### src/rtl/sigma_delta_pkg.sv
// Shared constants for the multi-channel sigma-delta DAC: accumulator headroom
// and the supported modulator orders.
package sigma_delta_pkg;
   localparam int ACC_GUARD    = 4;
   localparam int ORDER_FIRST  = 1;
   localparam int ORDER_SECOND = 2;
endpackage

### src/rtl/sigma_delta_mod_ch.sv
// One DAC channel: linear interpolation between the previous and current sample,
// followed by a first- or second-order 1-bit sigma-delta modulator.
module sigma_delta_mod_ch
   import sigma_delta_pkg::*;
#(
   parameter int WIDTH     = 16,
   parameter int ORDER     = ORDER_SECOND,
   parameter int STEP_LOG2 = 9,
   parameter bit INV       = 1'b1
) (
   input  logic                 CLK,
   input  logic                 RESET,
   input  logic [STEP_LOG2-1:0] step,
   input  logic                 advance,
   input  logic                 loadCur,
   input  logic [WIDTH-1:0]     sampleIn,
   output logic                 dacBit
);
   localparam int AW = WIDTH + ACC_GUARD;
   localparam int IW = WIDTH + STEP_LOG2 + 1;
   localparam int SW = AW + 2;
   localparam logic signed [AW-1:0] ACC_MAX = {1'b0, {(AW-1){1'b1}}};
   localparam logic signed [AW-1:0] ACC_MIN = {1'b1, {(AW-1){1'b0}}};
   localparam logic signed [SW-1:0] FB_MAG  = SW'(1) <<< (WIDTH - 1);

   logic signed [WIDTH-1:0] prev, cur, target;
   logic signed [IW-1:0]    diff, stepExt, scaled;
   logic signed [AW-1:0]    acc1, acc2, acc1Next, acc2Next;
   logic signed [SW-1:0]    fb, acc1Sum, acc2Sum;
   logic                    outBit, outNext;

   function automatic logic signed [AW-1:0] saturate(input logic signed [SW-1:0] x);
      if (x > SW'(ACC_MAX)) return ACC_MAX;
      if (x < SW'(ACC_MIN)) return ACC_MIN;
      return AW'(x);
   endfunction

   // The register holds the already-inverted pin value; undo INV to recover the modulator bit.
   assign outBit = dacBit ^ INV;

   always_comb begin
      diff     = IW'(cur) - IW'(prev);
      stepExt  = signed'(IW'(step));
      scaled   = (diff * stepExt) >>> STEP_LOG2;
      target   = WIDTH'(IW'(prev) + scaled);
      fb       = outBit ? FB_MAG : -FB_MAG;
      acc1Sum  = SW'(acc1) + SW'(target) - fb;
      acc2Sum  = SW'(acc2) + SW'(acc1) - fb;
      acc1Next = saturate(acc1Sum);
      acc2Next = saturate(acc2Sum);
      outNext  = (ORDER == ORDER_FIRST) ? !acc1Next[AW-1] : !acc2Next[AW-1];
   end

   // NOTE: every register below is updated with <= so all of them see the pre-edge values of each other.
   always_ff @(posedge CLK or posedge RESET) begin
      if (RESET) begin
         prev   <= '0;
         cur    <= '0;
         acc1   <= '0;
         acc2   <= '0;
         dacBit <= INV;
      end else begin
         if (advance) prev <= cur;
         if (loadCur) cur  <= sampleIn;
         acc1   <= acc1Next;
         acc2   <= (ORDER == ORDER_FIRST) ? '0 : acc2Next;
         dacBit <= outNext ^ INV;
      end
   end
endmodule

### src/rtl/sigma_delta_dac_mc.sv
// Multi-channel sigma-delta DAC: shared step counter and one-deep sample buffer
// feeding CHANNELS identical interpolating modulators.
module sigma_delta_dac_mc
   import sigma_delta_pkg::*;
#(
   parameter int WIDTH     = 16,
   parameter int CHANNELS  = 2,
   parameter int ORDER     = ORDER_SECOND,
   parameter int STEP_LOG2 = 9,
   parameter bit INV       = 1'b1
) (
   input  logic                      CLK,
   input  logic                      RESET,
   input  logic [CHANNELS*WIDTH-1:0] sample_data,
   input  logic                      sample_valid,
   output logic                      sample_ready,
   output logic                      underrun,
   output logic [CHANNELS-1:0]       dac_out
);
   logic [STEP_LOG2-1:0]      step;
   logic [CHANNELS*WIDTH-1:0] pending;
   logic                      pendingFull;
   logic                      lastStep, accept, loadCur;

   assign lastStep     = (step == '1);
   assign sample_ready = !pendingFull;
   assign accept       = sample_valid && !pendingFull;
   assign loadCur      = lastStep && pendingFull;
   // Decoded from registered state so the pulse lines up with the boundary cycle itself.
   assign underrun     = lastStep && !pendingFull;

   always_ff @(posedge CLK or posedge RESET) begin
      if (RESET) begin
         step        <= '0;
         pending     <= '0;
         pendingFull <= 1'b0;
      end else begin
         step <= step + STEP_LOG2'(1);
         if (accept) begin
            pending     <= sample_data;
            pendingFull <= 1'b1;
         end else if (loadCur) begin
            pendingFull <= 1'b0;
         end
      end
   end

   for (genvar n = 0; n < CHANNELS; n++) begin : genChannel
      sigma_delta_mod_ch #(
         .WIDTH     (WIDTH),
         .ORDER     (ORDER),
         .STEP_LOG2 (STEP_LOG2),
         .INV       (INV)
      ) uChannel (
         .CLK      (CLK),
         .RESET    (RESET),
         .step     (step),
         .advance  (lastStep),
         .loadCur  (loadCur),
         .sampleIn (pending[n*WIDTH +: WIDTH]),
         .dacBit   (dac_out[n])
      );
   end
endmodule
### config.mk
export PLATFORM = sky130hd
export DESIGN_NAME = sigma_delta_dac_mc
export DESIGN_NICKNAME = d
export VERILOG_FILES = /design/src/rtl/sigma_delta_pkg.sv /design/src/rtl/sigma_delta_mod_ch.sv /design/src/rtl/sigma_delta_dac_mc.sv
export SDC_FILE = /design/constraint.sdc
export NUM_CORES = 1
export LEC_CHECK = 0
export ABC_AREA = 1
export CAP_MARGIN = 5
export CORE_UTILIZATION = 45
export DETAILED_ROUTE_END_ITERATION = 8
export SYNTH_ARGS = -nofsm -noshare
export SYNTH_HDL_FRONTEND = slang
export SYNTH_SLANG_ARGS = --single-unit
### constraint.sdc
create_clock -name CLK -period 13.7 [get_ports CLK]
set_input_delay 2.74 -clock CLK [delete_from_list [all_inputs] [get_ports CLK]]
set_output_delay 2.74 -clock CLK [all_outputs]
set_load 0.05 [all_outputs]
==> results of run 1 <==
==> state kept, by name (all words and copies together) (netlist names) <==
| signal | flops |
|---|---|
| step | 9 |
| genChannel.uChannel.cur | 32 |
| pending | 32 |
| genChannel.uChannel.prev | 32 |
| genChannel.uChannel.acc2 | 40 |
| genChannel.uChannel.acc1 | 40 |
| genChannel.uChannel.dacBit | 2 |
| pendingFull | 1 |
==> how the worst max path moves through the flow <==
stage / start / to
detailed placement: genChannel[1].uChannel.prev[0] / genChannel[1].uChannel.acc1[1]
finish: genChannel[1].uChannel.prev[0] / genChannel[1].uChannel.acc1[10]
global placement: genChannel[1].uChannel.prev[0] / genChannel[1].uChannel.acc1[2]
CTS: genChannel[1].uChannel.prev[0] / genChannel[1].uChannel.acc1[10]
floorplan: genChannel[1].uChannel.prev[0] / genChannel[1].uChannel.acc1[11]
global route: genChannel[1].uChannel.prev[0] / genChannel[1].uChannel.acc1[10]
==> layer usage <==
layer | global-route usage | vias to the layer above | routed length, um
met4 | 0.05458 | 0 | 822
li1 | - | 10258 | -
met1 | 0.3470 | 10266 | 32500
met5 | 0 | - | 0
met2 | 0.3901 | 465 | 30020
met3 | 0.02904 | 58 | 2846
==> worst register-to-register path: cells and delay by family (launching register included) <==
| kind | cells | cell delay [ns] |
|---|---|---|
| fa+ha+maj | 11 | 4.61 |
| simple gates | 23 | 3.60 |
| compound gates | 8 | 1.68 |
| xor+xnor | 3 | 0.86 |
| buf+inv | 7 | 0.46 |
| flops | 1 | 0.42 |
==> layout make-up <==
cell class                 count  area, um2
fill                        5461      28330
sequential                   188       4707
timing repair buffer          47      447.9
clock inverter                14      220.2
inverter                     620       2335
multi-input combinational   2409      18120
tap                          748      935.9
clock buffer                  18      429.2
==> per-stage QoR <==
stage / worst slack, ns / cell area (um2)
floorplan: 4.064 / 25440
global placement: 2.323 / 26540
detailed placement: 2.130 / 26540
CTS: 2.091 / 27190
global route: 1.276 / 27190
finish: 2.028 / 27190
==> cell families after synthesis <==
family	Yosys count	synth area share
AO/OA/AOI/OAI	368	0.08189
XOR/XNOR	161	0.05572
adder cells (fa/ha/maj)	524	0.3327
buffers and inverters	676	0.1028
flip-flops	188	0.1850
multiplexers	60	0.02656
AND/OR/NAND/NOR	1296	0.2153
==> power groups by stage <==
stage | registers [mW] | clock network [mW] | logic (mW)
after CTS | 0.554 | 0.577 | 0.0233
after detailed placement | 0.565 | 0 | 0.0232
after global routing | 0.554 | 0.594 | 0.0252
after floorplan | 0.566 | 0 | 0.00814
after global placement | 0.565 | 0 | 0.0229
final | 0.554 | 0.560 | 0.0222
==> cells in the final DEF, fill, tap and decap left out, types with 4 or more instances in the layout <==
cell type / instances
ha_1: 269
a211oi_1: 11
nand3_2: 9
mux2_2: 60
or2_2: 24
clkbuf_16: 17
nand2_1: 757
o21bai_1: 16
nand2_2: 36
nor2_1: 261
xor2_1: 105
clkdlybuf4s50_1: 38
o21ai_0: 99
inv_2: 4
inv_8: 6
nand2_4: 8
inv_1: 614
a22oi_1: 6
nor4_1: 10
buf_4: 9
a21oi_1: 174
nand3_1: 125
o21ai_2: 4
nor3_1: 27
nand3b_1: 15
a21oi_2: 5
nand4_1: 18
xnor2_1: 55
a31oi_1: 14
dfrtp_1: 186
a21o_1: 21
fa_1: 254
==> flow_summary.json, run 1 <==
{
  "drive_gt1_frac": 0.06098,
  "cts_hold_buf": 0,
  "finalCritPeriodShare": 0.8519,
  "ant_nets": 0,
  "detail_route.vias_per_cell": 5.205,
  "cts_max_level": 4,
  "fin_total_pwr_mw": 1.136,
  "power_density_nw_per_um2": 41.79,
  "async_flop_share": 1.000,
  "gr-total-overflow": 0,
  "status": "finished clean",
  "min_period_ns": 11.67,
  "synth_common_cells": "nand2_1 (757), inv_1 (615), ha_1 (270)",
  "p_sw_frac": 0.2416,
  "drv_slew": 0,
  "synth_area_leader_cell": "fa_1",
  "setup.worst_path.start_class": "flip-flop",
  "fmax_mhz": 85.68,
  "path_delay_family": "adder cells",
  "yosysSeqAreaShare": 0.1850,
  "rsz0062_at_grt": "no",
  "port_buffers": 38,
  "syn_nets": 3832,
  "r2r_slack_ns": 2.03,
  "num_vias": 21047,
  "grt_usage": 0.2424,
  "antenna_found_initial": 0,
  "critPathBufInv": 7,
  "clk_latency_ns": 0.51,
  "r2r_start": "genChannel[1].uChannel.prev[0]",
  "path_class": "reg2reg",
  "drt_pre_antenna_iters": 6,
  "combPwrFrac": 0.020,
  "yosysMostFrequentCell": "nand2_1",
  "cts_setup_buffers": 0,
  "min_to": "genChannel[0].uChannel.cur[12]",
  "drt_iter0_markers": 1305,
  "cpMostUsedCell": "nand2_1",
  "power.internal_mw": 0.8618,
  "setup_viol": 0,
  "wl_um": 66190,
  "grt_max_degree": 117,
  "netlist_area_um2": 25440,
  "antenna_cells": 0,
  "instances_no_fill": 4044,
  "dieArea_um2": 57490,
  "die_w_um": 239.8,
  "fin_util": 0.4898,
  "synth-main-ff-cell": "dfrtp_1",
  "cts.clk_slew.worst_paths_ns": 0.08,
  "tritoncts": "yes",
  "hold_path.class": "reg2reg",
  "finalHoldViolations": 0,
  "areaGrowthSynthToFinish_pct": 6.896,
  "slowest_delay_ns": 0.60,
  "yosysUniqueCellTypes": 51,
  "synthCells": 3273,
  "cts_resized": 0,
  "fp.dieH_um": 239.8,
  "synth_area_leaders": "fa_1 (20%), dfrtp_1 (18%), ha_1 (13%)",
  "fin_setup_tns_ns": 0,
  "core_um2": 55520,
  "routabilityCongestion": 0.9518,
  "fin_skew_ns": 0.03832,
  "endpoint_kind": "flip-flop",
  "relSlewSlack": 0.1774,
  "holdPathStages": 1,
  "worstSetupPathDepth": 52,
  "r2r-end": "genChannel[1].uChannel.acc1[10]",
  "grt_pass1_vias": 21166,
  "clock_path_buffers": 2,
  "p_sw_mw": 0.2745,
  "syn_area_per_cell_um2": 7.773,
  "path_max_fanout": 19,
  "hold_start": "pending[12]",
  "ios": 39,
  "ys_warn_count": 0,
  "max_cap_violations": 0,
  "r2r.worst_path.cells": 52,
  "synth-seq-cells": 188,
  "seqPwrFrac": 0.488,
  "arrival_ns": 12.09,
  "crit_slowest_cell": "xor2_1",
  "synth-edff-count": 0,
  "remaining_drc_errors": 0,
  "max_slew.worst_pin.slew_ns": 1.232,
  "cts-root-buf": "clkbuf_16",
  "placed_cells": 4012,
  "num_rows": 86,
  "hold_ws_ns": 0.5049,
  "num-nets-final": 3842,
  "start_util": 0.4582,
  "synth_top_area_frac": 0.1999,
  "crit_required_ns": 14.12,
  "cts_buffers": 17,
  "grt_pass1_wl_um": 109500,
  "ir_drop_v": 0.00009296,
  "clock-sinks": 188,
  "drt-wirelength-per-cell_um": 16.37,
  "p_leak_nw": 16.07,
  "clockPowerShare": 0.493,
  "hpwl_um": 54800
}
No activity file was read; power rests on OpenSTA's default activity.
==> run 2: changes to the inputs <==
CORE_MARGIN = 3   (was unset)
==> run 2 against run 1 <==
Effect of this change: routed wire length hardly changed; total power fell by 3.0%; clock skew down 0.013 ns; worst setup slack worse by 0.049 ns.
==> flow_summary.json, run 2 (synthesis results as in run 1) <==
{
  "arrival_ns": 12.13,
  "cts_buffers": 17,
  "path_class": "reg2reg",
  "grt_pass1_wl_um": 110900,
  "placed_cells": 4012,
  "combPwrFrac": 0.020,
  "gr-total-overflow": 0,
  "areaGrowthSynthToFinish_pct": 6.635,
  "instances_no_fill": 4041,
  "drt-wirelength-per-cell_um": 16.39,
  "antenna_found_initial": 1,
  "grt_pass1_vias": 21436,
  "min_period_ns": 11.72,
  "fin_skew_ns": 0.02545,
  "num_vias": 20987,
  "grt_usage": 0.2317,
  "design_area_um2": 27130,
  "detail_route.vias_per_cell": 5.194,
  "crit_slowest_cell": "fa_1",
  "wl_um": 66240,
  "setup.worst_path.start_class": "flip-flop",
  "rsz0062_at_grt": "no",
  "drv_slew": 0,
  "seqPwrFrac": 0.503,
  "remaining_drc_errors": 0,
  "cts_resized": 0,
  "tritoncts": "yes",
  "routabilityCongestion": 0.8824,
  "dieArea_um2": 59420,
  "max_slew.worst_pin.slew_ns": 1.182,
  "antenna_cells": 0,
  "cts-root-buf": "clkbuf_16",
  "power_density_nw_per_um2": 40.61,
  "cts.clk_slew.worst_paths_ns": 0.09,
  "place_area_um2": 26540,
  "top_regs": "genChannel.uChannel.acc1 (40), genChannel.uChannel.acc2 (40)",
  "cpMostUsedCell": "nand2_1",
  "grt_max_degree": 126,
  "clock-sinks": 188,
  "hpwl_um": 54930,
  "clock_path_buffers": 2,
  "port_buffers": 38,
  "layout_common_cells": "nand2_1 (757), inv_1 (614), ha_1 (269)",
  "clk_latency_ns": 0.49,
  "p_sw_mw": 0.2591,
  "relSlewSlack": 0.2113,
  "clockPowerShare": 0.477,
  "finalCritPeriodShare": 0.8555,
  "fin_setup_tns_ns": 0,
  "core_um2": 55520,
  "mostFrequentLayoutCell": "nand2_1",
  "endpoint_kind": "flip-flop",
  "ir_drop_v": 0.00008815,
  "die_w_um": 243.8,
  "fin_total_pwr_mw": 1.102,
  "setup_viol": 0,
  "hold_path.class": "reg2reg",
  "drt_iter0_markers": 1343,
  "cts_hold_buf": 0,
  "p_leak_nw": 16.03,
  "num-nets-final": 3842,
  "ios": 39,
  "finalHoldViolations": 0,
  "cts_setup_buffers": 0,
  "crit_required_ns": 14.11,
  "cts_max_level": 4,
  "p_sw_frac": 0.2351,
  "num_rows": 86,
  "start_util": 0.4582,
  "ant_nets": 0,
  "fmax_mhz": 85.32,
  "drt_pre_antenna_iters": 5,
  "drive_gt1_frac": 0.06043,
  "max_cap_violations": 0,
  "status": "finished clean",
  "path_max_fanout": 19,
  "fp.dieH_um": 243.8,
  "slowest_delay_ns": 0.57,
  "power.internal_mw": 0.8427
}
## run 2: cell types whose count changed in the layout (fill, tap and decap cells not counted), sizes merged
cell      before  now
bufinv         3    2
clkbuf        18   19
clkinv         4    2
inv          626  624
clkinvlp       1    2
## run 2: per-stage QoR
stage	setup WS (ns)	hold slack [ns]	utilization
floorplan	4.064	0.4750	-
global placement	2.319	0.4839	0.4781
detailed placement	2.099	0.4944	0.4781
CTS	2.050	0.5100	0.4886
global route	0.9210	0.5127	0.4886
finish	1.979	0.5060	0.4886
## run 2: final cells by class
class,instances,area (um2)
multi-input combinational,2409,18120
clock buffer,19,452.9
tap,748,935.9
clock inverter,10,130.1
inverter,620,2335
sequential,188,4707
fill,5484,28400
timing repair buffer,47,447.9
## run 2: worst paths after layout
kind | from | end | cells past startpoint | slack, ns
worst max-delay path | genChannel[1].uChannel.prev[0] | genChannel[1].uChannel.acc1[10] | 52 | 1.98
worst min-delay path | pending[9] | pending[9] | 1 | 0.51
worst max register to register | genChannel[1].uChannel.prev[0] | genChannel[1].uChannel.acc1[10] | 52 | 1.98
worst min register to register | pending[9] | pending[9] | 1 | 0.51
max in group asynchronous | RESET | genChannel[0].uChannel.cur[11] | 3 | 9.43
min in group asynchronous | RESET | pending[18] | 2 | 2.86
## run 2: critical path: cells and delay by family, from the launching register on
kind,cells,cell delay (ns)
adder cells (fa/ha/maj),11,4.63
XOR/XNOR,3,0.86
AND/OR/NAND/NOR,23,3.56
AO/OA/AOI/OAI,8,1.67
buffers and inverters,7,0.47
flip-flops,1,0.43
## run 2: routing by layer
metal / GRT usage / up-vias / wire length [um]
li1: - / 10238 / -
met1: 0.3378 / 10267 / 32580
met2: 0.3738 / 418 / 30140
met3: 0.02531 / 64 / 2563
met4: 0.04665 / 0 / 947
met5: 0 / - / 0
## run 2: power by group through the flow
stage	clock network [mW]	registers [mW]	logic, mW
global route	0.563	0.554	0.0247
floorplan	0	0.566	0.00814
CTS	0.544	0.554	0.0228
global placement	0	0.565	0.0224
detailed placement	0	0.565	0.0225
finish	0.526	0.555	0.0216
==> run 3: changes to the inputs <==
CAP_MARGIN = unset   (was 5)
PLACE_DENSITY = 0.63   (was unset)
==> run 3 against run 2 <==
Effect of this change: clock skew shrank 0.0070 ns; worst setup slack improved by 0.42 ns; sequential share of layout area is essentially flat; routed wire length fell by 6.1%; fmax grew 3.7%; first-iteration DRC count decreased by 12%; non-clock buffer count down 1; critical endpoint is now genChannel[1].uChannel.acc1[3]; largest cell class unchanged; largest power group unchanged; highest routed layer unchanged.
==> flow_summary.json, run 3 (synthesis results as in run 1) <==
{
  "r2r-end": "genChannel[1].uChannel.acc1[3]",
  "rsz0062_at_grt": "no",
  "path_class": "reg2reg",
  "power.internal_mw": 0.8387,
  "holdPathStages": 1,
  "r2r_start": "genChannel[1].uChannel.prev[0]",
  "max_cap_violations": 0,
  "path_max_fanout": 19,
  "cts_buffers": 17,
  "min_period_ns": 11.30,
  "cts_resized": 0,
  "seqPwrFrac": 0.506,
  "num_rows": 86,
  "r2r_slack_ns": 2.40,
  "clockPowerShare": 0.474,
  "grt_pass1_vias": 20312,
  "hpwl_um": 50730,
  "crit_required_ns": 14.11,
  "clock_path_buffers": 2,
  "areaGrowthSynthToFinish_pct": 6.630,
  "drt_iter0_markers": 1182,
  "place_area_um2": 26540,
  "setup.worst_path.start_class": "flip-flop",
  "crit_slowest_cell": "fa_1",
  "slowest_delay_ns": 0.55,
  "power_density_nw_per_um2": 40.42,
  "hold_path.class": "reg2reg",
  "drt-wirelength-per-cell_um": 15.38,
  "cts-root-buf": "clkbuf_16",
  "relSlewSlack": 0.3488,
  "finalCritPeriodShare": 0.8248,
  "antenna_found_initial": 0,
  "cts_hold_buf": 0,
  "remaining_drc_errors": 0,
  "routabilityCongestion": 0.9483,
  "ir_drop_v": 0.00009992,
  "cts_setup_buffers": 0,
  "start_util": 0.4582,
  "p_sw_mw": 0.2577,
  "r2r.worst_path.cells": 52,
  "antenna_cells": 0,
  "clk_latency_ns": 0.48,
  "p_leak_nw": 16.02,
  "top_regs": "genChannel.uChannel.acc1 (40), genChannel.uChannel.acc2 (40)",
  "ios": 39,
  "finalHoldViolations": 0,
  "tritoncts": "yes",
  "max_slew.worst_pin.slew_ns": 0.9708,
  "worstSetupEndpoint": "genChannel[1].uChannel.acc1[3]",
  "design_area_um2": 27130,
  "core_um2": 55520,
  "cts_max_level": 4,
  "grt_max_degree": 131,
  "fmax_mhz": 88.50,
  "wl_um": 62200,
  "combPwrFrac": 0.020,
  "fillerInstances": 5523,
  "clock-sinks": 188,
  "grt_pass1_wl_um": 104000,
  "grt_usage": 0.2163,
  "cts.clk_slew.worst_paths_ns": 0.08,
  "dieArea_um2": 59420,
  "seq_area_um2": 4707,
  "drt_pre_antenna_iters": 5,
  "multi_input_area_um2": 18120,
  "fp.dieH_um": 243.8,
  "setup_viol": 0,
  "fin_skew_ns": 0.01846,
  "critPathLaunch": "genChannel[1].uChannel.prev[0]",
  "num_vias": 20399,
  "port_buffers": 38,
  "endpoint_kind": "flip-flop",
  "gr-total-overflow": 0,
  "num-nets-final": 3841,
  "mostFrequentLayoutCell": "nand2_1",
  "status": "finished clean",
  "die_w_um": 243.8,
  "arrival_ns": 11.71,
  "drive_gt1_frac": 0.06100,
  "fin_setup_tns_ns": 0,
  "cpMostUsedCell": "nand2_1",
  "detail_route.vias_per_cell": 5.046,
  "drv_slew": 0,
  "ant_nets": 0,
  "layout_common_cells": "nand2_1 (755), inv_1 (614), ha_1 (269)",
  "p_sw_frac": 0.2350
}
## run 3: critical path: cells and delay by family, from the launching register on
family / cells / cell delay [ns]
adders and majority gates: 11 / 4.56
and+or+nand+nor: 23 / 3.56
DFF: 1 / 0.43
xor gates and xnor gates: 3 / 0.69
buffers and inverters: 7 / 0.44
AOI/OAI and AO/OA: 8 / 1.51
## run 3: worst min-delay path by stage
| stage | startpoint | endpoint | slack, ns |
|---|---|---|---|
| after floorplan | pending[18] | genChannel[1].uChannel.cur[2] | 0.47 |
| after CTS | pending[15] | pending[15] | 0.51 |
| after global routing | pending[13] | genChannel[0].uChannel.cur[13] | 0.52 |
| after detailed placement | pending[15] | genChannel[0].uChannel.cur[15] | 0.49 |
| after global placement | pending[14] | genChannel[0].uChannel.cur[14] | 0.49 |
| final | pending[15] | genChannel[0].uChannel.cur[15] | 0.50 |
## run 3: metrics by stage
step                std cells  hold WS [ns]  power, mW    util  setup slack (ns)
global route             4043        0.5230      1.134  0.4886             1.373
floorplan                3273        0.4750     0.5737       -             4.064
global placement         4011        0.4917     0.5883  0.4780             2.547
CTS                      4043        0.5084      1.114  0.4886             2.451
finish                   4043        0.5028      1.096  0.4886             2.401
detailed placement       4011        0.4871     0.5881  0.4780             2.535
## run 3: final cells by class
class,count,area share
clock buffer,20,0.01647
clock inverter,12,0.005074
inverter,620,0.08607
multi-input combinational,2409,0.6681
sequential,188,0.1735
tap,748,0.03450
timing repair buffer,46,0.01624
## run 3: per-layer routing
metal	GRT usage	vias up	routed length, um
li1	-	10245	-
met1	0.3209	9689	31400
met2	0.3390	419	27020
met3	0.02950	46	3054
met4	0.04158	0	723
met5	0	-	0
## run 3: power by group through the flow
stage	clock network (mW)	registers, mW	logic, mW
6_report	0.520	0.555	0.0219
5_1_grt	0.555	0.554	0.0247
4_1_cts	0.536	0.555	0.0229
3_5_place_dp	0	0.565	0.0226
3_3_place_gp	0	0.565	0.0229
2_1_floorplan	0	0.566	0.00814
